## src/rtl/instr_fetch_pkg.sv

```systemverilog
// Shared constants and state encoding for the instruction fetch stage.
// The fetch FSM only leaves FS_RUN when IFETCH_MISALIGN_CHECK_EN is defined.
package instr_fetch_pkg;

  localparam int          INSTR_BYTES      = 4;
  localparam logic [31:0] RESET_PC_DEFAULT = 32'h0000_0000;

  typedef enum logic [0:0] {
    FS_RUN   = 1'b0,
    FS_FAULT = 1'b1
  } fetch_state_e;

endpackage

```

## src/rtl/fetch_fifo.sv

```systemverilog
// Synchronous instruction buffer with flush; head is presented from storage
// registers and reads as zero while the buffer is empty.
module fetch_fifo #(
  parameter int WIDTH = 64,
  parameter int DEPTH = 2
) (
  input  logic                     clk,
  input  logic                     rst_n,
  input  logic                     flush,
  input  logic                     push,
  input  logic [WIDTH-1:0]         push_data,
  input  logic                     pop,
  output logic [WIDTH-1:0]         head_data,
  output logic                     empty,
  output logic [$clog2(DEPTH):0]   count
);

  localparam int PW = $clog2(DEPTH);
  localparam int CW = PW + 1;

  logic [WIDTH-1:0] mem [DEPTH];
  logic [PW-1:0]    rd_ptr;
  logic [PW-1:0]    wr_ptr;
  logic             full;
  logic             do_pop;
  logic             do_push;

  assign empty   = (count == '0);
  assign full    = (count == CW'(DEPTH));
  assign do_pop  = pop && !empty;
  // A full buffer can still take a push when the head leaves in the same cycle.
  assign do_push = push && (!full || do_pop);

  always_ff @(posedge clk or negedge rst_n) begin
    if (!rst_n) begin
      rd_ptr <= '0;
      wr_ptr <= '0;
      count  <= '0;
    end else if (flush) begin
      rd_ptr <= '0;
      wr_ptr <= '0;
      count  <= '0;
    end else begin
      if (do_push) begin
        wr_ptr <= wr_ptr + PW'(1);
      end
      if (do_pop) begin
        rd_ptr <= rd_ptr + PW'(1);
      end
      count <= count + CW'(do_push) - CW'(do_pop);
    end
  end

  always_ff @(posedge clk) begin
    if (do_push && !flush) begin
      mem[wr_ptr] <= push_data;
    end
  end

  assign head_data = empty ? '0 : mem[rd_ptr];

endmodule

```

## src/rtl/instr_fetch.sv

```systemverilog
// Fetch stage: credit-limited sequential fetch, in-order response buffering and redirect handling.
// Define IFETCH_MISALIGN_CHECK_EN to trap misaligned redirect targets instead of silently aligning them.
module instr_fetch
  import instr_fetch_pkg::*;
#(
  parameter int                    DATA_WIDTH = 32,
  parameter int                    ADDR_WIDTH = 32,
  parameter logic [ADDR_WIDTH-1:0] RESET_PC   = ADDR_WIDTH'(RESET_PC_DEFAULT),
  parameter int                    FIFO_DEPTH = 2
) (
  input  logic                  clk,
  input  logic                  rst_n,
  input  logic                  redirect_valid,
  input  logic [ADDR_WIDTH-1:0] redirect_pc,
  output logic                  imem_req_valid,
  input  logic                  imem_req_ready,
  output logic [ADDR_WIDTH-1:0] imem_req_addr,
  input  logic                  imem_rsp_valid,
  input  logic [DATA_WIDTH-1:0] imem_rsp_data,
  output logic                  instr_valid,
  input  logic                  instr_ready,
  output logic [DATA_WIDTH-1:0] instr,
  output logic [ADDR_WIDTH-1:0] instr_pc,
  output logic                  misalign_fault
);

  localparam int                    CW         = $clog2(FIFO_DEPTH) + 1;
  localparam int                    EW         = DATA_WIDTH + ADDR_WIDTH;
  localparam logic [ADDR_WIDTH-1:0] PC_STEP    = ADDR_WIDTH'(INSTR_BYTES);
  localparam logic [ADDR_WIDTH-1:0] ALIGN_MASK = ~ADDR_WIDTH'(INSTR_BYTES - 1);

  fetch_state_e          state;
  fetch_state_e          state_next;
  logic [ADDR_WIDTH-1:0] fetch_pc;
  logic [ADDR_WIDTH-1:0] resp_pc;
  logic [CW-1:0]         outstanding;
  logic [CW-1:0]         drop_cnt;
  logic [CW-1:0]         fifo_count;
  logic [CW:0]           credits_used;
  logic                  credit_ok;
  logic                  req_fire;
  logic                  rsp_push;
  logic                  instr_pop;
  logic                  fifo_empty;
  logic                  redirect_misaligned;
  logic [ADDR_WIDTH-1:0] redirect_target;
  logic [EW-1:0]         fifo_head;

  assign redirect_target = redirect_pc & ALIGN_MASK;

`ifdef IFETCH_MISALIGN_CHECK_EN
  assign redirect_misaligned = (redirect_pc & ~ALIGN_MASK) != '0;
  assign misalign_fault      = (state == FS_FAULT);
`else
  assign redirect_misaligned = 1'b0;
  assign misalign_fault      = 1'b0;
`endif

  // Every in-flight fetch owns a buffer slot, so a response can never find the FIFO full.
  assign credits_used = {1'b0, outstanding} + {1'b0, fifo_count};
  assign credit_ok    = credits_used < (CW + 1)'(FIFO_DEPTH);

  always_ff @(posedge clk or negedge rst_n) begin
    if (!rst_n) begin
      state <= FS_RUN;
    end else begin
      state <= state_next;
    end
  end

  always_comb begin
    state_next     = state;
    imem_req_valid = 1'b0;
    if (redirect_valid) begin
      state_next = redirect_misaligned ? FS_FAULT : FS_RUN;
    end
    if (rst_n && (state == FS_RUN) && !redirect_valid && credit_ok) begin
      imem_req_valid = 1'b1;
    end
  end

  assign imem_req_addr = fetch_pc;
  assign req_fire      = imem_req_valid && imem_req_ready;
  assign rsp_push      = imem_rsp_valid && !redirect_valid && (drop_cnt == '0) && (state == FS_RUN);
  assign instr_pop     = instr_valid && instr_ready && !redirect_valid;

  // Responses still owed when a redirect lands belong to the old stream and are counted off.
  always_ff @(posedge clk or negedge rst_n) begin
    if (!rst_n) begin
      fetch_pc    <= RESET_PC;
      resp_pc     <= RESET_PC;
      outstanding <= '0;
      drop_cnt    <= '0;
    end else begin
      outstanding <= outstanding + CW'(req_fire) - CW'(imem_rsp_valid);
      if (redirect_valid) begin
        fetch_pc <= redirect_target;
        resp_pc  <= redirect_target;
        drop_cnt <= outstanding - CW'(imem_rsp_valid);
      end else begin
        if (req_fire) begin
          fetch_pc <= fetch_pc + PC_STEP;
        end
        if (rsp_push) begin
          resp_pc <= resp_pc + PC_STEP;
        end
        if (imem_rsp_valid && (drop_cnt != '0)) begin
          drop_cnt <= drop_cnt - CW'(1);
        end
      end
    end
  end

  fetch_fifo #(
    .WIDTH (EW),
    .DEPTH (FIFO_DEPTH)
  ) u_fifo (
    .clk       (clk),
    .rst_n     (rst_n),
    .flush     (redirect_valid),
    .push      (rsp_push),
    .push_data ({imem_rsp_data, resp_pc}),
    .pop       (instr_pop),
    .head_data (fifo_head),
    .empty     (fifo_empty),
    .count     (fifo_count)
  );

  assign instr_valid = !fifo_empty;
  assign instr       = fifo_head[EW-1:ADDR_WIDTH];
  assign instr_pc    = fifo_head[ADDR_WIDTH-1:0];

endmodule

```

## config.mk

```make
export PLATFORM = sky130hd
export DESIGN_NAME = instr_fetch
export DESIGN_NICKNAME = d
export VERILOG_FILES = /design/src/rtl/instr_fetch_pkg.sv /design/src/rtl/fetch_fifo.sv /design/src/rtl/instr_fetch.sv
export SDC_FILE = /design/constraint.sdc
export NUM_CORES = 1
export LEC_CHECK = 0
export BUFFER_PORTS_ARGS = -buffer_cell sky130_fd_sc_hd__buf_2
export CORE_MARGIN = 10
export CORE_UTILIZATION = 55
export DETAILED_ROUTE_END_ITERATION = 10
export PLACE_DENSITY = 0.83
export SLEW_MARGIN = 20
export SYNTH_ARGS = -nofsm -noshare
export SYNTH_HDL_FRONTEND = slang
export SYNTH_SLANG_ARGS = --single-unit
```

## constraint.sdc

```tcl
create_clock -name clk -period 5.5 [get_ports clk]
set_input_delay 1.375 -clock clk [delete_from_list [all_inputs] [get_ports clk]]
set_output_delay 1.375 -clock clk [all_outputs]
set_load 0.01 [all_outputs]
```

==> results.ini, run 1 <==
[min_path]
holdCritPathClass = reg2reg
min_path_cells = 1
holdPathEnd = outstanding[0]$_DFF_PN0_
hold_start = outstanding[0]$_DFF_PN0_

[global_routing]
grt_pass1_vias = 5881
grt_pass1_wl_um = 29810
grt_overflow_total = 0
track_usage = 0.1819
antenna_found_initial = 0
grt_max_degree = 69

[synthesis]
synth.yosys.seq_area_share = 0.6348
ys_ff_latch = 192
synth_cells = 694
synth_area_um2 = 8546
synth_area_per_cell_um2 = 12.31
yosys_warnings = 0
ys_types = 45

[critical_path]
critical_path.slowest_cell = or4b_4
worst-path-buf-inv = 3
reg2reg_setup_slack_ns = 2.47
reg2reg_to = outstanding[1]$_DFF_PN0_
worstSetupEndpointType = output port
crit_family = simple AND/OR/NAND/NOR gates
path_class = reg2out
reg2reg_depth = 12
start_kind = flop
critPathMaxFanout = 3
slowest_delay_ns = 0.58
r2r_start = u_fifo.count[0]$_DFF_PN0_
crit_arrival_ns = 2.30
worstPathCellList = inv_1 -> nor2_1 -> fa_1 -> or4b_4 -> clkinv_2 -> buf_2
required_ns = 4.12

[timing]
tns_ns = 0
finalCriticalPeriod_ns = 3.678
setup_viol = 0
slew_viol_final = 0
post-route-period-util = 0.6687
relSlewSlack = 0.2789
rsz0062_at_grt = no
fin_worst_skew_ns = 0.005832
tightest_slew_ns = 1.082
clock.fmax_mhz = 271.9
timing_hold_violations_final = 0

[detailed_routing]
vias = 5960
drc_errors = 0
routedWlPerCell_um = 18.17
ant_nets = 0
met3_length_um = 1782
finalWirelength_um = 19100
via_per_inst = 5.671
wl_met1_um = 8456
first_iter_violations = 325
top_layer = met4
drt_pass1_iterations = 4
met2WireLength_um = 8657

[layout]
antenna_cells = 0
final_cells = 1051
nets = 930
areaGrowthSynthToFinish_pct = 18.54
nFillCells = 1152
drive_above_1_share = 0.2457

[placement]
portBuffers = 161
gp_congestion = 0.9110
place_inst = 1020
dp_hpwl_um = 13510

[pwr]
peakVddDrop_mv = 0.2152
totalPowerFinal_uw = 3769
powerDensity_nw_per_um2 = 372.1
power_leakage_uw = 0.003947

[clocking]
cts_tree = done
clkLatencyLatePin_ns = 0.42
htree_levels = 4
root_buffer = clkbuf_16
clkSlewWorstSetupHoldPaths_ns = 0.07
numCtsBuffers = 17
postCtsSetupRepairBufs = 0
clockBufferDepth = 2
clkSinkCount = 192
cts_resized = 0
hold_buffers = 0

[floorplan]
core_um2 = 15200
die_x_um = 144.7
die_area_um2 = 20920
ioPinCount = 169
die_height_um = 144.7
start_util = 0.5621
rows = 45

[run]
drv_cap = 0

[run_status]
run_status = finished, final reports clean

[stage by stage]
| step | util | hold slack, ns | instance area [um^2] | setup slack (ns) |
|---|---|---|---|---|
| global placement | 0.6267 | 0.4894 | 9527 | 1.872 |
| finish | 0.6663 | 0.5056 | 10130 | 1.822 |
| CTS | 0.6663 | 0.5135 | 10130 | 1.799 |
| global route | 0.6663 | 0.5326 | 10130 | 1.747 |
| floorplan | - | 0.4402 | 8561 | 0.2021 |
| detailed placement | 0.6267 | 0.4985 | 9527 | 1.868 |
[logic make-up (layout without fill, tap and decap cells)]
family                     count (synthesis)  in the layout  share of synthesized area
and+or+nand+nor                          253            253                     0.1428
adders and majority gates                  9              9                    0.01406
muxes                                     70             70                    0.08302
other                                      1              5                  0.0004388
xor gates and xnor gates                  44             44                    0.04510
buffers and inverters                     50            215                    0.02577
DFF                                      192            192                     0.6348
AOI/OAI and AO/OA                         75             75                    0.05403
[power breakdown]
part	switching, uW	internal, uW	total [uW]
Combinational	405	304	709
Clock	483	743	1230
Sequential	156	1680	1830
Total	1040	2720	3770
[synth_stat cells (all sizes together)]
library cell  count  share of area
nand2b            3         0.0022
nor2             85          0.037
fa                1         0.0023
a21boi            3         0.0026
nor3             18          0.011
buf              12         0.0086
xor2             13          0.013
clkinv            1        0.00059
nor2b             3         0.0022
and3             11         0.0081
or4b              3         0.0040
nor4              5         0.0072
xnor2            31          0.032
clkbuf           21         0.0092
nand4            21          0.015
nand3b            1        0.00088
o311ai            9         0.0092
nand3            31          0.018
nand2            59          0.026
o21a              1        0.00088
a21oi             8         0.0047
or4               2         0.0018
conb              1        0.00044
ha                8          0.012
mux2i            63          0.074
dfrtp            68           0.20
a211oi            1        0.00088
inv              16         0.0073
o211ai           12          0.011
o311a             1         0.0012
and2              6         0.0047
mux2              7         0.0092
edfxtp          124           0.44
a31oi             4         0.0029
o21ai            36          0.021
and4              3         0.0031
or3               2         0.0015
[cell type report]
cell class	instances	area, um^2	area share
Multi-Input combinational cell	456	2932	0.2894
Inverter	17	67.56	0.006670
Timing Repair Buffer	167	863.3	0.08523
Tap cell	188	235.2	0.02322
Clock buffer	28	561.8	0.05546
Sequential cell	192	5429	0.5359
Clock inverter	3	41.29	0.004076
[worst max-delay path by stage]
stage	start	end	slack (ns)	cells past startpoint
global route	u_fifo.count[0]$_DFF_PN0_	imem_req_valid	1.75	6
CTS	u_fifo.count[0]$_DFF_PN0_	imem_req_valid	1.80	6
detailed placement	redirect_valid	imem_req_valid	1.87	4
global placement	redirect_valid	imem_req_valid	1.87	4
finish	u_fifo.count[0]$_DFF_PN0_	imem_req_valid	1.82	6
floorplan	imem_rsp_valid	u_fifo.mem[0][10]$_DFFE_PP_	0.20	4
[per-layer routing]
metal | track usage | vias to the layer above
met5 | 0 | -
met3 | 0.05117 | 21
met2 | 0.2776 | 271
li1 | - | 2830
met4 | 0.05851 | 0
met1 | 0.2465 | 2838
[sequential cells by signal, indices dropped and copies added, names as in the netlist]
| name | count |
|---|---|
| u_fifo.rd_ptr | 1 |
| u_fifo.mem | 124 |
| imem_req_addr | 30 |
| drop_cnt | 2 |
| outstanding | 2 |
| u_fifo.wr_ptr | 1 |
| resp_pc | 30 |
| u_fifo.count | 2 |
[cell usage in the layout, fill, tap and decap left out, types with 3 or more instances in the layout]
cell type	count
dfrtp_1	67
nand4_1	21
and4_1	3
clkbuf_4	3
nand2_1	59
conb_1	5
o21ai_0	35
o311ai_0	9
inv_1	15
xnor2_1	31
and3_1	11
nor3_1	18
a31oi_1	4
buf_2	161
nor2_1	84
nand2b_1	3
nor4_1	3
a21oi_1	8
xor2_1	13
buf_4	5
edfxtp_1	124
ha_1	8
o211ai_1	12
nand3_1	31
a21boi_0	3
clkbuf_1	3
and2_1	4
mux2_2	7
clkbuf_16	20
mux2i_1	63
Note: power is estimated with default switching activity, not from simulation.
==> run 2, diff against run 1 <==
CORE_UTILIZATION = 50   (was 55)
PLACE_DENSITY = 0.79   (was 0.83)
clock period = 3.3 ns   (was 5.5 ns; I/O delays follow)
==> results.ini, run 2 (synthesis results as in run 1) <==
[timing]
tns_ns = 0  ; unchanged
timing_hold_violations_final = 0  ; unchanged
slew_viol_final = 0  ; unchanged
fin_worst_skew_ns = 0.01291  ; was 0.005832 ns
setup_viol = 0  ; unchanged
finalCriticalPeriod_ns = 3.134
clock.fmax_mhz = 319.1
post-route-period-util = 0.9498
tightest_slew_ns = 1.023  ; was 1.082 ns
fin_ws_ns = 0.1658  ; was 1.822 ns
rsz0062_at_grt = no  ; unchanged
holdWs_ns = 0.5087  ; was 0.5056 ns
relSlewSlack = 0.3155  ; was 0.2789

[global_routing]
track_usage = 0.1743  ; was 0.1819
grt_overflow_total = 0  ; unchanged
grt_pass1_vias = 5967  ; was 5,881
grt_max_degree = 69  ; unchanged
antenna_found_initial = 0  ; unchanged
grt_pass1_wl_um = 30920  ; was 29,810 um

[critical_path]
critPathMaxFanout = 3  ; unchanged
reg2reg_setup_slack_ns = 0.27  ; was 2.47 ns
endpoint = imem_req_valid  ; unchanged
crit_arrival_ns = 2.31  ; was 2.30 ns
path_class = reg2out  ; unchanged
start_kind = flop  ; unchanged
startpoint = u_fifo.count[0]$_DFF_PN0_  ; unchanged
reg2reg_depth = 12  ; unchanged
worstSetupEndpointType = output port  ; unchanged
reg2reg_to = outstanding[1]$_DFF_PN0_  ; unchanged
r2r_start = u_fifo.count[0]$_DFF_PN0_  ; unchanged
required_ns = 2.47  ; was 4.12 ns

[clocking]
clkLatencyLatePin_ns = 0.43  ; was 0.42 ns
root_buffer = clkbuf_16  ; unchanged
clkSinkCount = 192  ; unchanged
postCtsSetupRepairBufs = 0  ; unchanged
clockBufferDepth = 2  ; unchanged
clkSlewWorstSetupHoldPaths_ns = 0.07  ; about the same
hold_buffers = 0  ; unchanged
cts_resized = 0  ; unchanged
cts_tree = done  ; unchanged
htree_levels = 4  ; unchanged
numCtsBuffers = 17  ; unchanged

[detailed_routing]
via_per_inst = 5.472  ; was 5.671
drc_errors = 0  ; unchanged
finalWirelength_um = 19630  ; was 19,100 um
routedWlPerCell_um = 18.03  ; was 18.17 um
vias = 5959  ; was 5,960
first_iter_violations = 316  ; was 325
ant_nets = 0  ; unchanged
drt_pass1_iterations = 4  ; unchanged

[layout]
regMostFlops = u_fifo.mem  ; unchanged
antenna_cells = 0  ; unchanged
mostFrequentLayoutCell = buf_2  ; unchanged
nFillCells = 1312  ; was 1,152
drive_above_1_share = 0.2543  ; was 0.2457
largest_register_ffs = 124  ; unchanged
nets = 935  ; was 930
areaGrowthSynthToFinish_pct = 20.25  ; was 18.54%
final_cells = 1089  ; was 1,051
final_cell_mix = 161 x buf_2, 124 x edfxtp_1, 84 x nor2_1, 67 x dfrtp_1, 63 x mux2i_1  ; unchanged

[pwr]
totalPowerFinal_uw = 6387  ; was 3769 uW
p_int_uw = 4571  ; was 2725 uW
power_frac_comb = 0.198  ; was 0.188
switching_share = 0.2844  ; was 0.2770
powerDensity_nw_per_um2 = 621.5  ; was 372.1 nW/um^2
pwr-share-clk = 0.331  ; was 0.325
netSwitchingPower_uw = 1816  ; was 1044 uW
power_leakage_uw = 0.004000  ; was 0.003947 uW
pwr-share-seq = 0.471  ; was 0.486
peakVddDrop_mv = 0.3880  ; was 0.2152 mV

[floorplan]
core_um2 = 16640  ; was 15,200 um^2
ioPinCount = 169  ; unchanged
start_util = 0.5135  ; was 0.5621
die_area_um2 = 22720  ; was 20,920 um^2
die_height_um = 150.7  ; was 144.7 um
die_x_um = 150.7  ; was 144.7 um
rows = 47  ; was 45

[placement]
place_inst = 1057  ; was 1,020
post-place-ws_ns = 0.2949  ; was 1.868 ns
gp_congestion = 0.9146  ; was 0.9110
portBuffers = 161  ; unchanged
dp_hpwl_um = 14130  ; was 13,510 um

[min_path]
min_path_cells = 1  ; unchanged
holdCritPathClass = reg2reg  ; unchanged

[run]
drv_cap = 0  ; unchanged

[run_status]
run_status = finished, final reports clean  ; unchanged

run 2: worst max-delay path, cell delays in order (launching register included):
cell      delay (ns)
dfrtp_1         0.41
inv_1           0.10
nor2_1          0.14
fa_1            0.44
or4b_4          0.58
clkinv_2        0.08
buf_2           0.12
run 2: worst min-delay path by stage:
stage,slack [ns],end,start
after floorplan,0.44,u_fifo.mem[0][7]$_DFFE_PP_,resp_pc[7]$_DFFE_PN0N_
after global placement,0.49,outstanding[0]$_DFF_PN0_,outstanding[0]$_DFF_PN0_
after detailed placement,0.50,outstanding[0]$_DFF_PN0_,outstanding[0]$_DFF_PN0_
after CTS,0.51,outstanding[0]$_DFF_PN0_,outstanding[0]$_DFF_PN0_
after global routing,0.54,outstanding[0]$_DFF_PN0_,outstanding[0]$_DFF_PN0_
final,0.51,outstanding[0]$_DFF_PN0_,outstanding[0]$_DFF_PN0_
run 2: area by class of cell:
| class | count | area, um^2 | area share |
|---|---|---|---|
| inverters | 17 | 67.56 | 0.006575 |
| clock buffers | 22 | 501.7 | 0.04883 |
| well taps | 220 | 275.3 | 0.02679 |
| clock inverters | 10 | 120.1 | 0.01169 |
| multi-input cells | 456 | 2932 | 0.2853 |
| repair buffers | 172 | 950.9 | 0.09254 |
| flip-flops and latches | 192 | 5429 | 0.5283 |
run 2: routing by layer:
| metal | part of all wire | up-vias | wire [um] | global-route usage |
|---|---|---|---|---|
| li1 | - | 2838 | - | - |
| met1 | 0.45 | 2863 | 8779 | 0.2316 |
| met2 | 0.45 | 230 | 8903 | 0.2682 |
| met3 | 0.083 | 28 | 1623 | 0.04862 |
| met4 | 0.017 | 0 | 327 | 0.06256 |
| met5 | 0 | - | 0 | 0 |
run 2: power by group through the flow:
stage                     registers, uW  clock network (uW)  logic, uW
after global routing               3040                2270       1410
after detailed placement           3050                   0       1290
after CTS                          3000                2150       1290
after global placement             3040                   0       1260
after floorplan                    3000                   0        805
final                              3010                2110       1270
run 2: per-stage QoR:
step / util / cell area (um^2)
after global placement: 0.5801 / 9654
after CTS: 0.6175 / 10280
after detailed placement: 0.5801 / 9654
after global routing: 0.6175 / 10280
after floorplan: - / 8569
final: 0.6175 / 10280
